--- src/rtl/wb_burst_memtest.sv ---
// Wishbone B3 burst memory tester: writes an address^seed pattern over a window
// using incrementing bursts, reads it back, and counts mismatching words.
module wb_burst_memtest #(
  parameter logic [31:0] BASE_ADR   = 32'h0000_0000,
  parameter int          BURST_LEN  = 8,
  parameter int          NUM_BURSTS = 64
) (
  input  logic        wb_clk_i,
  input  logic        wb_rst_n_i,
  input  logic        start_i,
  input  logic [31:0] seed_i,
  output logic        busy_o,
  output logic        done_o,
  output logic        bus_err_o,
  output logic [15:0] err_cnt_o,
  output logic [31:0] first_err_adr_o,
  output logic [31:0] wb_adr_o,
  output logic [31:0] wb_dat_o,
  output logic [3:0]  wb_sel_o,
  output logic        wb_we_o,
  output logic        wb_cyc_o,
  output logic        wb_stb_o,
  output logic [2:0]  wb_cti_o,
  output logic [1:0]  wb_bte_o,
  input  logic [31:0] wb_dat_i,
  input  logic        wb_ack_i,
  input  logic        wb_err_i,
  input  logic        wb_rty_i,
  output logic [2:0]  dbg_state
);

  localparam int N  = BURST_LEN * NUM_BURSTS;
  localparam int KW = $clog2(N + 1);
  localparam int LB = $clog2(BURST_LEN);

  typedef enum logic [2:0] {
    S_IDLE = 3'd0,
    S_WR   = 3'd1,
    S_WGAP = 3'd2,
    S_RD   = 3'd3,
    S_RGAP = 3'd4,
    S_FIN  = 3'd5
  } state_t;

  state_t        state;
  state_t        state_nxt;
  logic [KW-1:0] k;
  logic [31:0]   seed;
  logic [31:0]   cur_adr;
  logic [31:0]   cur_pat;
  logic          on_bus;
  logic          last_beat;
  logic          last_word;
  logic          all_written;
  logic          start_ok;
  logic          beat_ack;
  logic          beat_err;
  logic          beat_rty;
  logic          rd_mismatch;

  assign cur_adr     = BASE_ADR + (32'(k) << 2);
  assign cur_pat     = cur_adr ^ seed;
  assign on_bus      = (state == S_WR) || (state == S_RD);
  // Burst boundaries are fixed by word index, so a retried burst ends where the original would have.
  assign last_beat   = &k[LB-1:0];
  assign last_word   = (k == KW'(N - 1));
  assign all_written = (k == KW'(N));
  assign start_ok    = (state == S_IDLE) && start_i;

  // Handshake: a beat terminates when cyc&stb are high and the slave answers with
  // ack, err or rty; err outranks rty, which outranks ack.
  assign beat_err    = on_bus && wb_err_i;
  assign beat_rty    = on_bus && !wb_err_i && wb_rty_i;
  assign beat_ack    = on_bus && !wb_err_i && !wb_rty_i && wb_ack_i;
  assign rd_mismatch = beat_ack && (state == S_RD) && (wb_dat_i != cur_pat);

  assign dbg_state   = state;

  always_ff @(posedge wb_clk_i or negedge wb_rst_n_i) begin
    if (!wb_rst_n_i) begin
      state <= S_IDLE;
    end else begin
      state <= state_nxt;
    end
  end

  always_comb begin
    state_nxt = state;
    case (state)
      S_IDLE: if (start_i) state_nxt = S_WR;
      S_WR: begin
        if (wb_err_i)                   state_nxt = S_IDLE;
        else if (wb_rty_i)              state_nxt = S_WGAP;
        else if (wb_ack_i && last_beat) state_nxt = S_WGAP;
      end
      S_WGAP: state_nxt = all_written ? S_RD : S_WR;
      S_RD: begin
        if (wb_err_i)                   state_nxt = S_IDLE;
        else if (wb_rty_i)              state_nxt = S_RGAP;
        else if (wb_ack_i && last_word) state_nxt = S_FIN;
        else if (wb_ack_i && last_beat) state_nxt = S_RGAP;
      end
      S_RGAP: state_nxt = S_RD;
      S_FIN:  state_nxt = S_IDLE;
      default: state_nxt = S_IDLE;
    endcase
  end

  always_comb begin
    busy_o   = (state != S_IDLE);
    wb_cyc_o = on_bus;
    wb_stb_o = on_bus;
    wb_we_o  = (state == S_WR);
    wb_adr_o = 32'h0;
    wb_dat_o = 32'h0;
    wb_sel_o = 4'h0;
    wb_cti_o = 3'b000;
    wb_bte_o = 2'b00;
    if (on_bus) begin
      wb_adr_o = cur_adr;
      wb_sel_o = 4'hF;
      wb_cti_o = last_beat ? 3'b111 : 3'b010;
    end
    if (state == S_WR) wb_dat_o = cur_pat;
  end

  always_ff @(posedge wb_clk_i or negedge wb_rst_n_i) begin
    if (!wb_rst_n_i) begin
      k               <= '0;
      seed            <= 32'h0;
      done_o          <= 1'b0;
      bus_err_o       <= 1'b0;
      err_cnt_o       <= 16'h0;
      first_err_adr_o <= 32'h0;
    end else if (start_ok) begin
      k               <= '0;
      seed            <= seed_i;
      done_o          <= 1'b0;
      bus_err_o       <= 1'b0;
      err_cnt_o       <= 16'h0;
      first_err_adr_o <= 32'h0;
    end else begin
      if (beat_err) begin
        bus_err_o <= 1'b1;
        done_o    <= 1'b1;
      end
      if (state == S_FIN) done_o <= 1'b1;
      if (beat_ack) k <= k + 1'b1;
      if ((state == S_WGAP) && all_written) k <= '0;
      if (rd_mismatch) begin
        if (err_cnt_o != 16'hFFFF) err_cnt_o <= err_cnt_o + 16'd1;
        // A zero count means no earlier mismatch, because the count never wraps back.
        if (err_cnt_o == 16'h0) first_err_adr_o <= cur_adr;
      end
    end
  end

endmodule

--- config.mk ---
export PLATFORM = sky130hd
export DESIGN_NAME = wb_burst_memtest
export DESIGN_NICKNAME = d
export VERILOG_FILES = /design/src/rtl/wb_burst_memtest.sv
export SDC_FILE = /design/constraint.sdc
export NUM_CORES = 1
export LEC_CHECK = 0
export ABC_AREA = 0
export CAP_MARGIN = 10
export CORE_UTILIZATION = 39
export CTS_CLUSTER_DIAMETER = 60
export CTS_CLUSTER_SIZE = 30
export DETAILED_ROUTE_END_ITERATION = 10
export GPL_ROUTABILITY_DRIVEN = 0
export PLACE_DENSITY = 0.78
export SYNTH_ARGS = -nofsm -noshare
export SYNTH_HDL_FRONTEND = slang
export SYNTH_SLANG_ARGS = --single-unit
--- constraint.sdc ---
create_clock -name wb_clk_i -period 2.6 [get_ports wb_clk_i]
set_clock_uncertainty 0.15 [all_clocks]
set_input_delay 0.26 -clock wb_clk_i [delete_from_list [all_inputs] [get_ports wb_clk_i]]
set_output_delay 0.26 -clock wb_clk_i [all_outputs]
set_load 0.05 [all_outputs]
Word level (Yosys, flattened, before mapping) --
Cells that the tools add are included.
Operators by class: equal/unequal tests 12, reductions and logical operators 26, mux-type cells 28, $add $sub $neg 2, bitwise operators 1
Operators by type and width (count):
- $mux W32 | 4
- $mux W16 | 3
- $ne A32 B32 Y1 | 1
- $xor A12 B32 Y32 | 1
- $mux W10 | 3
- $mux W3 | 10
- $add A16 B1 Y16 const B | 1
- $logic_not A16 Y1 | 1
- $ne A16 B16 Y1 const B | 1
- $pmux W3 S5 | 1
- $mux W12 | 1
- $add A10 B1 Y10 const B | 1
- $eq A10 B10 Y1 const B | 1
- $eq A10 B9 Y1 const B | 1
- $logic_and A1 B1 Y1 | 10
- $reduce_bool A3 Y1 | 3
- $reduce_bool A2 Y1 | 4
- $eq A3 B2 Y1 const B | 2
- $eq A3 B3 Y1 const B | 2
- $reduce_and A3 Y1 | 2
- $ne A5 B3 Y1 const B | 1
- $mux W1 | 4
- $mux W4 | 1
- $ne A4 B1 Y1 const B | 1
- 7 further kinds | 9
Word-level totals: register bits 95, input port bits 70, logic and storage cells 76, output and inout port bits 130

Logic depth before layout (Yosys ltp) --
word-level depth 9, gate-level depth with buffers 8, gate-level depth less buffers 7

Worst setup path after synthesis --
No wires, ideal clock.
path type reg2out, start register state[0] (netlist: dbg_state[0]), end output port wb_adr_o[10], data arrival time 2.510 ns, stages on the path, launching flop included 6, path buffers 3, path slack -0.320 ns, data required time 2.190 ns, cells stage by stage dfrtp_1 clkbuf_1 nor2b_1 clkbuf_1 clkbuf_1 and2_1
Between the ends: longest elaborated chain between the ends 3, elaborated cells on any way between the ends 4, those cells by class eq/ne (2); mux (1); reduce/logical (1)
Ends and longest elaborated chain:
- from (decl) | RTL line 45 | state_t state;
- from (signal assigned) | RTL line 83 | state <= state_nxt;
- $eq A3 B1 Y1 / $eq A3 B2 Y1 (equally long branches) | RTL line 63 | assign on_bus = (state == S_WR) || (state == S_RD);
- $logic_or A1 B1 Y1 * | RTL line 63
- named net wb_cyc_o | RTL line 21 | output logic wb_cyc_o,
- $mux W12 * | RTL line 119 | if (on_bus) begin
- to (decl) | RTL line 17 | output logic [31:0] wb_adr_o,
Mark *: on every way through the listed nets, which the timed path passes. The rest lies on a longest branch.

Worst setup path in the final report --
start register k[7], end register err_cnt_o[14]
Between the ends: longest elaborated chain between the ends 5
Ends and longest elaborated chain:
- from (decl) | RTL line 47 | logic [KW-1:0] k;
- from (signal assigned) | RTL line 148 | if (beat_ack) k <= k + 1'b1;
- $xor A12 B32 Y32 | RTL line 62 | assign cur_pat = cur_adr ^ seed;
- $ne A32 B32 Y1 | RTL line 75 | assign rd_mismatch = beat_ack && (state == S_RD) && (wb_dat_i != cur_pat);
- $logic_and A1 B1 Y1 | RTL line 75
- $reduce_bool A2 Y1 (no line)
- $reduce_and A2 Y1 (no line)
- to (signal assigned) | RTL line 151 | if (err_cnt_o != 16'hFFFF) err_cnt_o <= err_cnt_o + 16'd1;
- to (decl) | RTL line 15 | output logic [15:0] err_cnt_o,
No other way between the ends. A chain may end at the register's enable or synchronous reset.

==> summary.md <==
| Metric | Value |
|---|---|
| Failing checks | `DRC` |
| Layout cells sized above 1 | `17.3%` |
| Crit Path Category | `flop to flop` |
| I/O Buffers | `around 150` |
| Critical Path Start Type | `flop` |
| Final critical-path required period | `around 2.5 ns` |
| Placed insts | `~840` |
| R2R Path Start | `k[7]` |
| Post-synth top flop | `dfrtp_1` |
| Max-slew violation count | `0` |
| Max_slew headroom | `36.6%` |
| DR WL/cell | `approximately 16 µm` |
| Initial antenna violation count | `0` |
| Post-Synthesis Cells | `546` |
| DRC | `11` |
| Cell area power density | `1060 nW/µm²` |
| Final setup viols | `0` |
| Router iterations before antenna repair | `8` |
| End of the critical path | `err_cnt_o[14]` |
| Worst reg-to-reg setup slack | `about 0.08 ns` |
| Max Fanout on Critical Path | `9` |
| Syn Area/Cell | `8.59 µm²` |
| Worst-margin pin slew | `approximately 0.95 ns` |
| I/O Pins | `200` |
| Chip Width | `112 µm` |
| RR Endpoint | `err_cnt_o[14]` |
| Worst hold path type | `input pin to flop` |
| Global route overflow | `0` |
| Total GRT Usage | `22.2%` |
| Seq cells post-synth | `73` |
| Post-layout net count | `approximately 800` |
| CTS tree | `yes` |
| Area grow syn2layout | `54.5%` |
| Worst skew pair latency | `roughly 0.34 ns` |
| Final Hold Violating Endpoints | `0` |
| Pleak | `approximately 3.4 nW` |
| Non-filler cells, final | `864` |
| First-pass GRT wire length | `~22 mm` |
| Vias in the first global route | `~4300` |
| Vias/cell | `5.03` |
| RSZ-0062 raised after global routing | `no` |
| Clock transition at path regs | `0.06 ns` |
| Post-synth EDFFs | `0` |
| Status | `finished with violations` |
| Register area share after synthesis | `38.9%` |
| Critical Path Sink Type | `flop` |
| Largest net degree at the start of global routing | `74` |
| Cell variety after synth | `46` |
| Max_cap viols | `0` |
| Worst hold start | `seed_i[7]` |
| R2R cell count | `8` |
| Post-route clock period utilization | `about 97%` |
| Core ar. | `11600 µm²` |
| CTS root buffer | `clkbuf_16` |
| CP Data Arrival Time | `2.58 ns` |
| Asr flop ratio synth | `100%` |
| Fmax | `around 400 MHz` |
| Routed WL | `13.7 mm` |
| Yosys warning count | `0` |
| Worst hold slack | `0.303 ns` |
| DR vias | `4347` |
| Clock sinks | `between 70 and 80` |
| DRT iter0 DRCs | `308` |
| Die H | `approximately 110 µm` |
| Post-synthesis instance area | `4690 µm²` |
| Required time worst endpoint | `2.66 ns` |
| Post-detail-place hpwl | `10.4 mm` |
| Die area | `about 12000 µm²` |
| Initial core utilization | `40.6%` |
| Worst Setup SP | `k[7]` |
| # rows | `39` |
| Peak supply drop | `0.621 mV` |
| Clock Path Buffers | `2` |
| CTS H-tree depth | `3` |
| CTS buffer count | `9` |
| Antenna-violating nets left | `0` |
| # diodes | `0` |
==> synth_stat cells, types with 13 or more instances <==
cell / number / area (µm²)
and2_1: 13 / 81.3
and3_1: 26 / 163
buf_4: 53 / 398
clkbuf_1: 14 / 52.6
dfrtp_1: 73 / 1830
inv_1: 19 / 71.3
mux2i_1: 14 / 140
nand2_1: 126 / 473
nand3_1: 23 / 115
nor2_1: 31 / 116
xnor2_1: 19 / 166
xor2_1: 25 / 219
==> cell usage in the layout (no fill, tap or decap), types with 3 or more instances in the layout <==
cell type	count
clkdlybuf4s50_1	100
nor2_1	31
o221ai_1	4
conb_1	46
xnor3_1	6
a21oi_1	10
dfrtp_1	69
and2_1	12
a211o_1	3
o21ai_0	5
nand2b_1	6
buf_12	53
nand4_1	7
bufinv_16	3
xor2_1	25
ha_1	5
dfrtp_2	4
nand2_1	125
xnor2_1	19
nor4_1	11
mux2i_1	14
nor3_1	9
nand3_1	23
o21ai_1	3
clkbuf_16	9
buf_4	39
inv_1	19
and3_1	26
==> worst min-delay path by stage <==
stage                            to  slack, ns  cells after the start
final                       seed[7]       0.30                      3
after global routing        seed[8]       0.31                      3
after floorplan           bus_err_o      -0.19                      0
after CTS                   seed[8]       0.29                      3
after global placement       done_o       0.31                      1
after detailed placement     done_o       0.31                      1
==> worst max-delay path, cell delays in order (launching register included) <==
cell and delay, ns:
dfrtp_1 0.40, xnor3_1 0.37, nand4_1 0.11, or4_4 0.53, o31ai_4 0.24, buf_6 0.16, buf_4 0.12, nor3_1 0.04
a211o_1 0.27
==> final cells by class <==
type | count | area [µm²]
Multi-Input combinational cell | 418 | 2440
Clock inverter | 5 | 103
Fill cell | 902 | 4320
Sequential cell | 73 | 1830
Tap cell | 143 | 179
Clock buffer | 11 | 243
Timing Repair Buffer | 194 | 2380
Inverter | 20 | 75.1
==> report_power, final <==
group,internal (W),leakage (nW),switching [W]
clock,0.000963,0.166,0.000492
sequential,0.00143,0.956,0.000268
combinational,0.00193,2.25,0.00264
==> metrics by stage <==
step | power, W | util, % | setup slack (ns) | TNS [ns] | instance area [µm²]
2_1_floorplan | 0.00432 | - | 0.0201 | 0 | 4870
3_5_place_dp | 0.00628 | 59.1 | -0.338 | -5.13 | 6840
6_report | 0.00772 | 62.7 | 0.0808 | 0 | 7250
3_3_place_gp | 0.00619 | 59.1 | -0.182 | -3.00 | 6840
4_1_cts | 0.00774 | 62.2 | -0.0262 | -0.126 | 7190
5_1_grt | 0.00805 | 62.7 | 0.00428 | 0 | 7250
==> sequential cells by signal (all words and copies together), names as in the netlist <==
register	count
bus_err_o	1
seed	32
dbg_state	3
done_o	1
k	10
first_err_adr_o	10
err_cnt_o	16
==> kinds of logic (layout without fill, tap and decap cells) <==
kind of cell	after synthesis	after routing	share of synthesized area (%)
AO/OA/AOI/OAI	35	35	5.33
XOR/XNOR	50	50	11.1
adder cells (fa/ha/maj)	5	5	1.33
buffers and inverters	100	230	13.1
flip-flops	73	73	38.9
multiplexers	14	14	2.99
other	1	46	0.0799
AND/OR/NAND/NOR	268	268	27.1
==> what timing repair did <==
action	4_1_cts	5_1_grt
buffers inserted	0	4
hold endpoints to repair	73	0
endpoints found under the setup margin	8	23
resized for setup	0	3
pin swaps	0	2
hold buffers	1	0
==> routing by layer <==
metal / share of wire [%] / track usage (%)
met5: 0 / 0
met4: 2.6 / 7.66
met3: 7.0 / 5.01
met2: 49 / 36.5
met1: 42 / 28.7
No activity file was read; power rests on OpenSTA's default activity.
